<file path="config.mk">
export PLATFORM = sky130hd
export DESIGN_NAME = de_pipe_reg_flat
export DESIGN_NICKNAME = d
export VERILOG_FILES = /design/src/rtl/de_pipe_reg_pkg.sv /design/src/rtl/de_pipe_reg_if.sv /design/src/rtl/de_pipe_reg_instr_class.sv /design/src/rtl/de_pipe_reg.sv /design/src/flat_wrapper.sv
export SDC_FILE = /design/constraint.sdc
export NUM_CORES = 1
export LEC_CHECK = 0
export ABC_CLOCK_PERIOD_IN_PS = 3400
export BUFFER_PORTS_ARGS = -buffer_cell sky130_fd_sc_hd__clkbuf_2
export CAP_MARGIN = 20
export CORE_AREA = 2 2 155 157
export DETAILED_ROUTE_END_ITERATION = 6
export DIE_AREA = 0 0 157 159
export GPL_TIMING_DRIVEN = 0
export PLACE_DENSITY = 0.56
export SYNTH_ARGS = -nofsm -noshare
export SYNTH_HDL_FRONTEND = slang
export SYNTH_HIERARCHICAL = 1
export SYNTH_SLANG_ARGS = --single-unit
</file>
<file path="constraint.sdc">
create_clock -name clk -period 3.4 [get_ports clk]
set_input_delay 0.17 -clock clk [delete_from_list [all_inputs] [get_ports clk]]
set_output_delay 0.17 -clock clk [all_outputs]
set_load 0.02 [all_outputs]
</file>
<file path="src/rtl/de_pipe_reg_pkg.sv">
// de_pipe_reg_pkg: MIPS opcode/funct constants, hazard timing encodings and helpers shared by the pipeline registers
package de_pipe_reg_pkg;
  localparam logic [5:0] OP_SPECIAL = 6'b000000;
  localparam logic [5:0] F_ADDU     = 6'b100001;
  localparam logic [5:0] F_SUBU     = 6'b100011;
  localparam logic [5:0] F_JR       = 6'b001000;
  localparam logic [5:0] OP_ORI     = 6'b001101;
  localparam logic [5:0] OP_LW      = 6'b100011;
  localparam logic [5:0] OP_SW      = 6'b101011;
  localparam logic [5:0] OP_LUI     = 6'b001111;
  localparam logic [5:0] OP_BEQ     = 6'b000100;
  localparam logic [5:0] OP_JAL     = 6'b000011;
  localparam int OP_HI = 31, OP_LO = 26, FUNC_HI = 5, FUNC_LO = 0;
  typedef enum logic [1:0] {TNEW_0, TNEW_1, TNEW_2} tnew_t;
  typedef enum logic [1:0] {TUSE_0, TUSE_1, TUSE_2, TUSE_NONE} tuse_t;
  typedef struct packed {
    logic       writer;
    logic [4:0] dest;
    tnew_t      tnew;
    tuse_t      tuse_rs;
    tuse_t      tuse_rt;
  } iclass_t;
  function automatic logic [5:0] op_of(input logic [31:0] ir);
    return ir[OP_HI:OP_LO];
  endfunction
  function automatic logic [5:0] func_of(input logic [31:0] ir);
    return ir[FUNC_HI:FUNC_LO];
  endfunction
  function automatic logic hazard(input logic [4:0] s, input tuse_t u, input logic [4:0] wreg_e,
                                  input tnew_t tnew_e, input logic [4:0] wreg_m, input logic ld_m);
    return s != 5'd0 && u != TUSE_NONE &&
           ((s == wreg_e && 2'(tnew_e) > 2'(u)) || (s == wreg_m && ld_m && u == TUSE_0));
  endfunction
endpackage

</file>
<file path="src/rtl/de_pipe_reg_if.sv">
// de_pipe_reg_if: D/E stage bundle; stall_cnt present only with DE_PIPE_STALL_CNT_EN
interface de_pipe_reg_if;
  logic [31:0] ir_d, pc4_d, rf_rd1, rf_rd2, ir_m, wdata_m;
  logic [4:0]  wreg_m;
  logic        stall;
  logic [31:0] fwd_rs_d, fwd_rt_d, ir_e, pc4_e, rs_e, rt_e;
  logic [4:0]  wreg_e;
`ifdef DE_PIPE_STALL_CNT_EN
  logic [31:0] stall_cnt;
`endif
  modport slave (
    input ir_d, pc4_d, rf_rd1, rf_rd2, ir_m, wreg_m, wdata_m,
`ifdef DE_PIPE_STALL_CNT_EN
    output stall_cnt,
`endif
    output stall, fwd_rs_d, fwd_rt_d, ir_e, pc4_e, rs_e, rt_e, wreg_e
  );
  modport master (
    output ir_d, pc4_d, rf_rd1, rf_rd2, ir_m, wreg_m, wdata_m,
`ifdef DE_PIPE_STALL_CNT_EN
    input stall_cnt,
`endif
    input stall, fwd_rs_d, fwd_rt_d, ir_e, pc4_e, rs_e, rt_e, wreg_e
  );
endinterface

</file>
<file path="src/rtl/de_pipe_reg_instr_class.sv">
// de_pipe_reg_instr_class: combinational decode of writer flag, destination, Tnew and per-source Tuse
module de_pipe_reg_instr_class
  import de_pipe_reg_pkg::*;
(
  input  logic [31:0] ir,
  output iclass_t     cls
);
  logic addu, subu, jr, ori, lw, sw, lui, beq, jal, alu;
  assign addu = op_of(ir) == OP_SPECIAL && func_of(ir) == F_ADDU;
  assign subu = op_of(ir) == OP_SPECIAL && func_of(ir) == F_SUBU;
  assign jr   = op_of(ir) == OP_SPECIAL && func_of(ir) == F_JR;
  assign ori  = op_of(ir) == OP_ORI;
  assign lw   = op_of(ir) == OP_LW;
  assign sw   = op_of(ir) == OP_SW;
  assign lui  = op_of(ir) == OP_LUI;
  assign beq  = op_of(ir) == OP_BEQ;
  assign jal  = op_of(ir) == OP_JAL;
  assign alu  = addu | subu;
  // Unsupported encodings fall through to a non-writer with no sources
  always_comb begin
    cls.writer  = alu | ori | lw | lui | jal;
    cls.dest    = alu ? ir[15:11] : (ori | lw | lui) ? ir[20:16] : jal ? 5'd31 : 5'd0;
    cls.tnew    = lw ? TNEW_2 : (alu | ori | lui) ? TNEW_1 : TNEW_0;
    cls.tuse_rs = (beq | jr) ? TUSE_0 : (alu | ori | lw | sw) ? TUSE_1 : TUSE_NONE;
    cls.tuse_rt = beq ? TUSE_0 : alu ? TUSE_1 : sw ? TUSE_2 : TUSE_NONE;
  end
endmodule

</file>
<file path="src/rtl/de_pipe_reg.sv">
// de_pipe_reg: D-to-E pipeline register with hazard stall and D-stage forwarding; DE_PIPE_STALL_CNT_EN adds stall_cnt
module de_pipe_reg
  import de_pipe_reg_pkg::*;
(
  input logic          clk,
  input logic          reset,
  de_pipe_reg_if.slave bus
);
  iclass_t     cls_d, cls_e, cls_m;
  logic [4:0]  rs_d, rt_d;
  logic [31:0] link_e;
  logic        jal_e, ld_m, alu_m, unused_cls;
  de_pipe_reg_instr_class u_cls_d (.ir(bus.ir_d), .cls(cls_d));
  de_pipe_reg_instr_class u_cls_e (.ir(bus.ir_e), .cls(cls_e));
  de_pipe_reg_instr_class u_cls_m (.ir(bus.ir_m), .cls(cls_m));
  assign rs_d       = bus.ir_d[25:21];
  assign rt_d       = bus.ir_d[20:16];
  assign link_e     = bus.pc4_e + 32'd4;
  assign jal_e      = op_of(bus.ir_e) == OP_JAL;
  assign ld_m       = cls_m.tnew == TNEW_2;
  assign alu_m      = cls_m.writer && !ld_m;
  assign unused_cls = ^{cls_d, cls_e, cls_m};
  // Pick the youngest producer whose value is already known, and stall when none is ready in time
  always_comb begin
    bus.fwd_rs_d = (rs_d != 5'd0 && jal_e && bus.wreg_e == rs_d) ? link_e :
                   (rs_d != 5'd0 && alu_m && bus.wreg_m == rs_d) ? bus.wdata_m : bus.rf_rd1;
    bus.fwd_rt_d = (rt_d != 5'd0 && jal_e && bus.wreg_e == rt_d) ? link_e :
                   (rt_d != 5'd0 && alu_m && bus.wreg_m == rt_d) ? bus.wdata_m : bus.rf_rd2;
    bus.stall    = hazard(rs_d, cls_d.tuse_rs, bus.wreg_e, cls_e.tnew, bus.wreg_m, ld_m) |
                   hazard(rt_d, cls_d.tuse_rt, bus.wreg_e, cls_e.tnew, bus.wreg_m, ld_m);
  end
  // Advance D into E, or insert a bubble on reset or stall
  always_ff @(posedge clk)
    if (reset || bus.stall) begin
      bus.ir_e   <= '0;
      bus.pc4_e  <= '0;
      bus.rs_e   <= '0;
      bus.rt_e   <= '0;
      bus.wreg_e <= '0;
    end else begin
      bus.ir_e   <= bus.ir_d;
      bus.pc4_e  <= bus.pc4_d;
      bus.rs_e   <= bus.fwd_rs_d;
      bus.rt_e   <= bus.fwd_rt_d;
      bus.wreg_e <= cls_d.dest;
    end
`ifdef DE_PIPE_STALL_CNT_EN
  // Count cycles lost to hazard stalls, wrapping at 2^32
  always_ff @(posedge clk)
    bus.stall_cnt <= reset ? '0 : bus.stall_cnt + {31'd0, bus.stall};
`endif
endmodule

</file>
<file path="src/flat_wrapper.sv">
// flat-port wrapper written by rule: the top's interface ports become plain ports
module de_pipe_reg_flat import de_pipe_reg_pkg::*;
  (clk, reset, bus_ir_d, bus_pc4_d, bus_rf_rd1, bus_rf_rd2, bus_ir_m, bus_wreg_m, bus_wdata_m, bus_stall, bus_fwd_rs_d, bus_fwd_rt_d, bus_ir_e, bus_pc4_e, bus_rs_e, bus_rt_e, bus_wreg_e);
  de_pipe_reg_if bus_i ();
  input logic clk;
  input logic reset;
  input wire logic [$bits(bus_i.ir_d)-1:0] bus_ir_d;
  input wire logic [$bits(bus_i.pc4_d)-1:0] bus_pc4_d;
  input wire logic [$bits(bus_i.rf_rd1)-1:0] bus_rf_rd1;
  input wire logic [$bits(bus_i.rf_rd2)-1:0] bus_rf_rd2;
  input wire logic [$bits(bus_i.ir_m)-1:0] bus_ir_m;
  input wire logic [$bits(bus_i.wreg_m)-1:0] bus_wreg_m;
  input wire logic [$bits(bus_i.wdata_m)-1:0] bus_wdata_m;
  output wire logic [$bits(bus_i.stall)-1:0] bus_stall;
  output wire logic [$bits(bus_i.fwd_rs_d)-1:0] bus_fwd_rs_d;
  output wire logic [$bits(bus_i.fwd_rt_d)-1:0] bus_fwd_rt_d;
  output wire logic [$bits(bus_i.ir_e)-1:0] bus_ir_e;
  output wire logic [$bits(bus_i.pc4_e)-1:0] bus_pc4_e;
  output wire logic [$bits(bus_i.rs_e)-1:0] bus_rs_e;
  output wire logic [$bits(bus_i.rt_e)-1:0] bus_rt_e;
  output wire logic [$bits(bus_i.wreg_e)-1:0] bus_wreg_e;
  assign bus_i.ir_d = bus_ir_d;
  assign bus_i.pc4_d = bus_pc4_d;
  assign bus_i.rf_rd1 = bus_rf_rd1;
  assign bus_i.rf_rd2 = bus_rf_rd2;
  assign bus_i.ir_m = bus_ir_m;
  assign bus_i.wreg_m = bus_wreg_m;
  assign bus_i.wdata_m = bus_wdata_m;
  assign bus_stall = bus_i.stall;
  assign bus_fwd_rs_d = bus_i.fwd_rs_d;
  assign bus_fwd_rt_d = bus_i.fwd_rt_d;
  assign bus_ir_e = bus_i.ir_e;
  assign bus_pc4_e = bus_i.pc4_e;
  assign bus_rs_e = bus_i.rs_e;
  assign bus_rt_e = bus_i.rt_e;
  assign bus_wreg_e = bus_i.wreg_e;
  de_pipe_reg u_core (.clk(clk), .reset(reset), .bus(bus_i));
endmodule
</file>
==> metrics.yaml <==
drc: 0
slew_headroom_pct: 52.4
drt-met1-wl_um: 10700
hold-path-cell-count: 3
rsz0062_at_grt: "true"
syn_nets: 950
period_share_pct: 96.1
cts_made_buffers: 17
met2WireLength_um: 12700
die_area_um2: 25000
reg2reg_to: "u_core/bus.rs_e[31]"
status: "finished, final reports clean"
synth_area_per_cell_um2: 9.00
drtIter0Drc: 226
min_path_type: "in -> reg"
leakagePower_nw: 4.76
grt_max_degree: 17
final_cell_count_no_fill: 1532
hold_start: "bus_ir_d[22]"
top_layer: "met4"
ant_nets: 0
critPathCaptureType: "primary output"
finalSetupTns_ps: 0
finalHoldViolations: 0
cts-htree-levels: 4
clockRootBuffer: "clkbuf_16"
hold_path_end: "u_core/bus.ir_e[22]"
powerDensity_nw_per_um2: 426
whs_ps: 22.7
start_util_pct: 29.0
numPlacedInstances: 1440
skew_ps: 10.4
first_pass_iters: 4
synthCells: 746
nNetsFinal: 1404
cts_tree: "built"
post-route-util_pct: 44.5
grt_pass1_wl_um: 37900
critPathRequiredTime_ps: 3230
clk_pin_slew_ps: 60
rr_worst_depth: 17
wl_met3_um: 1530
post-dp-hpwl_um: 19700
start_kind: "input pin"
seq_area_um2: 2660
rows: 56
ff2ff_setup_slack_ps: 200
totalWireLength_um: 25400
drt-wirelength-per-cell_um: 16.6
numPortBuffers: 374
syn_to_final_growth_pct: 53.7
antenna_found_initial: 0
io_pins: 397
clk_latency_ps: 420
worstSetupPathType: "in -> out"
coreArea_um2: 23200
fmax_mhz: 306
setup-violations-final: 0
drive_above_1_share_pct: 39.7
cp-startpoint: "bus_ir_m[28]"
synth_area_um2: 6720
fill_cells: 2336
grt_pass1_vias: 6807
r2r_start: "u_core/bus.ir_e[29]"
num_vias: 6727
grtUsageTotal_pct: 20.0
placed_area_um2: 8990
die_width_um: 157
crit_fanout: 10
yosys_warnings: 6
grt.overflow.total: 0
ir_worst_vdd_mv: 0.281
design_area_um2: 10300
critPathArrivalTime_ps: 3100
cts_buffer_depth: 2
period_minus_slack_ps: 3270
place.gp.congestion: 0.782
drv_cap: 0
antenna_cells: 0
tightest_slew_ps: 704
multi_input_area_um2: 3500
viasPerCell: 4.39
die_y_um: 159
cts.sinks: 133
drv_slew: 0
==> cell usage in the layout, fill, tap and decap left out, drive strengths merged, types with 12 or more instances in the layout <==
master,n
nor4,17
clkbuf,408
buf,46
nor2,83
dlygate4sd3,52
xor2,12
nand2,36
inv,80
xnor2,36
mux2i,116
nor2b,63
nor3,14
nand3,15
dfxtp,133
==> per-stage QoR <==
stage | power, mW | setup slack, ps
after floorplan | 2.09 | 206
after global placement | 2.40 | -679
after detailed placement | 2.41 | -732
after CTS | 4.45 | 33.0
after global routing | 4.58 | -3.20
final | 4.40 | 134
==> per-layer routing <==
layer	vias up	global-route usage (%)
li1	3369	-
met1	3092	23.7
met2	245	35.9
met3	21	4.44
met4	0	5.80
met5	-	0
==> worst max-delay path, cell delays in order <==
cell      delay (ps)
clkbuf_2         120
or4_4            540
buf_6            120
or3_1            320
buf_6            130
nand2_1           50
nand2b_2         160
o211ai_1         180
nor4_4           270
buf_6            180
buf_4            250
mux2i_1          120
mux2i_1          260
clkbuf_2         230
==> state kept, by name, indices dropped and copies added, names as in the netlist <==
register,flops
u_core/bus.ir_e,32
u_core/bus.pc4_e,32
u_core/bus.rs_e,32
u_core/bus.rt_e,32
u_core/bus.wreg_e,5
==> where the power goes <==
group / switching [mW] / internal, mW
clock: 0.775 / 1.19
sequential: 0.0498 / 1.64
combinational: 0.429 / 0.315
total: 1.25 / 3.14
==> cell type report <==
type	count	share of cell area (%)
buffer	52	3.62
clock buffer	19	4.29
clock inverter	13	1.67
inverter	77	2.80
multi-input combinational	484	33.9
sequential	133	25.8
tap	319	3.87
timing repair buffer	435	24.0
==> worst max-delay path by stage <==
stage	end	slack (ps)
5_1_grt	bus_fwd_rs_d[12]	-3
6_report	bus_fwd_rs_d[9]	130
3_3_place_gp	u_core/bus.rs_e[31]	-680
4_1_cts	u_core/bus.rs_e[31]	30
3_5_place_dp	u_core/bus.rs_e[31]	-730
2_1_floorplan	u_core/bus.rs_e[31]	210
==> repair_timing <==
action	4_1_cts	5_1_grt
setup buffers	8	0
endpoints found under the hold margin	52	0
resized for setup	19	34
pin swaps	3	2
endpoints found under the setup margin	177	91
hold buffers	52	0
Power figures use the tool's default switching activity.
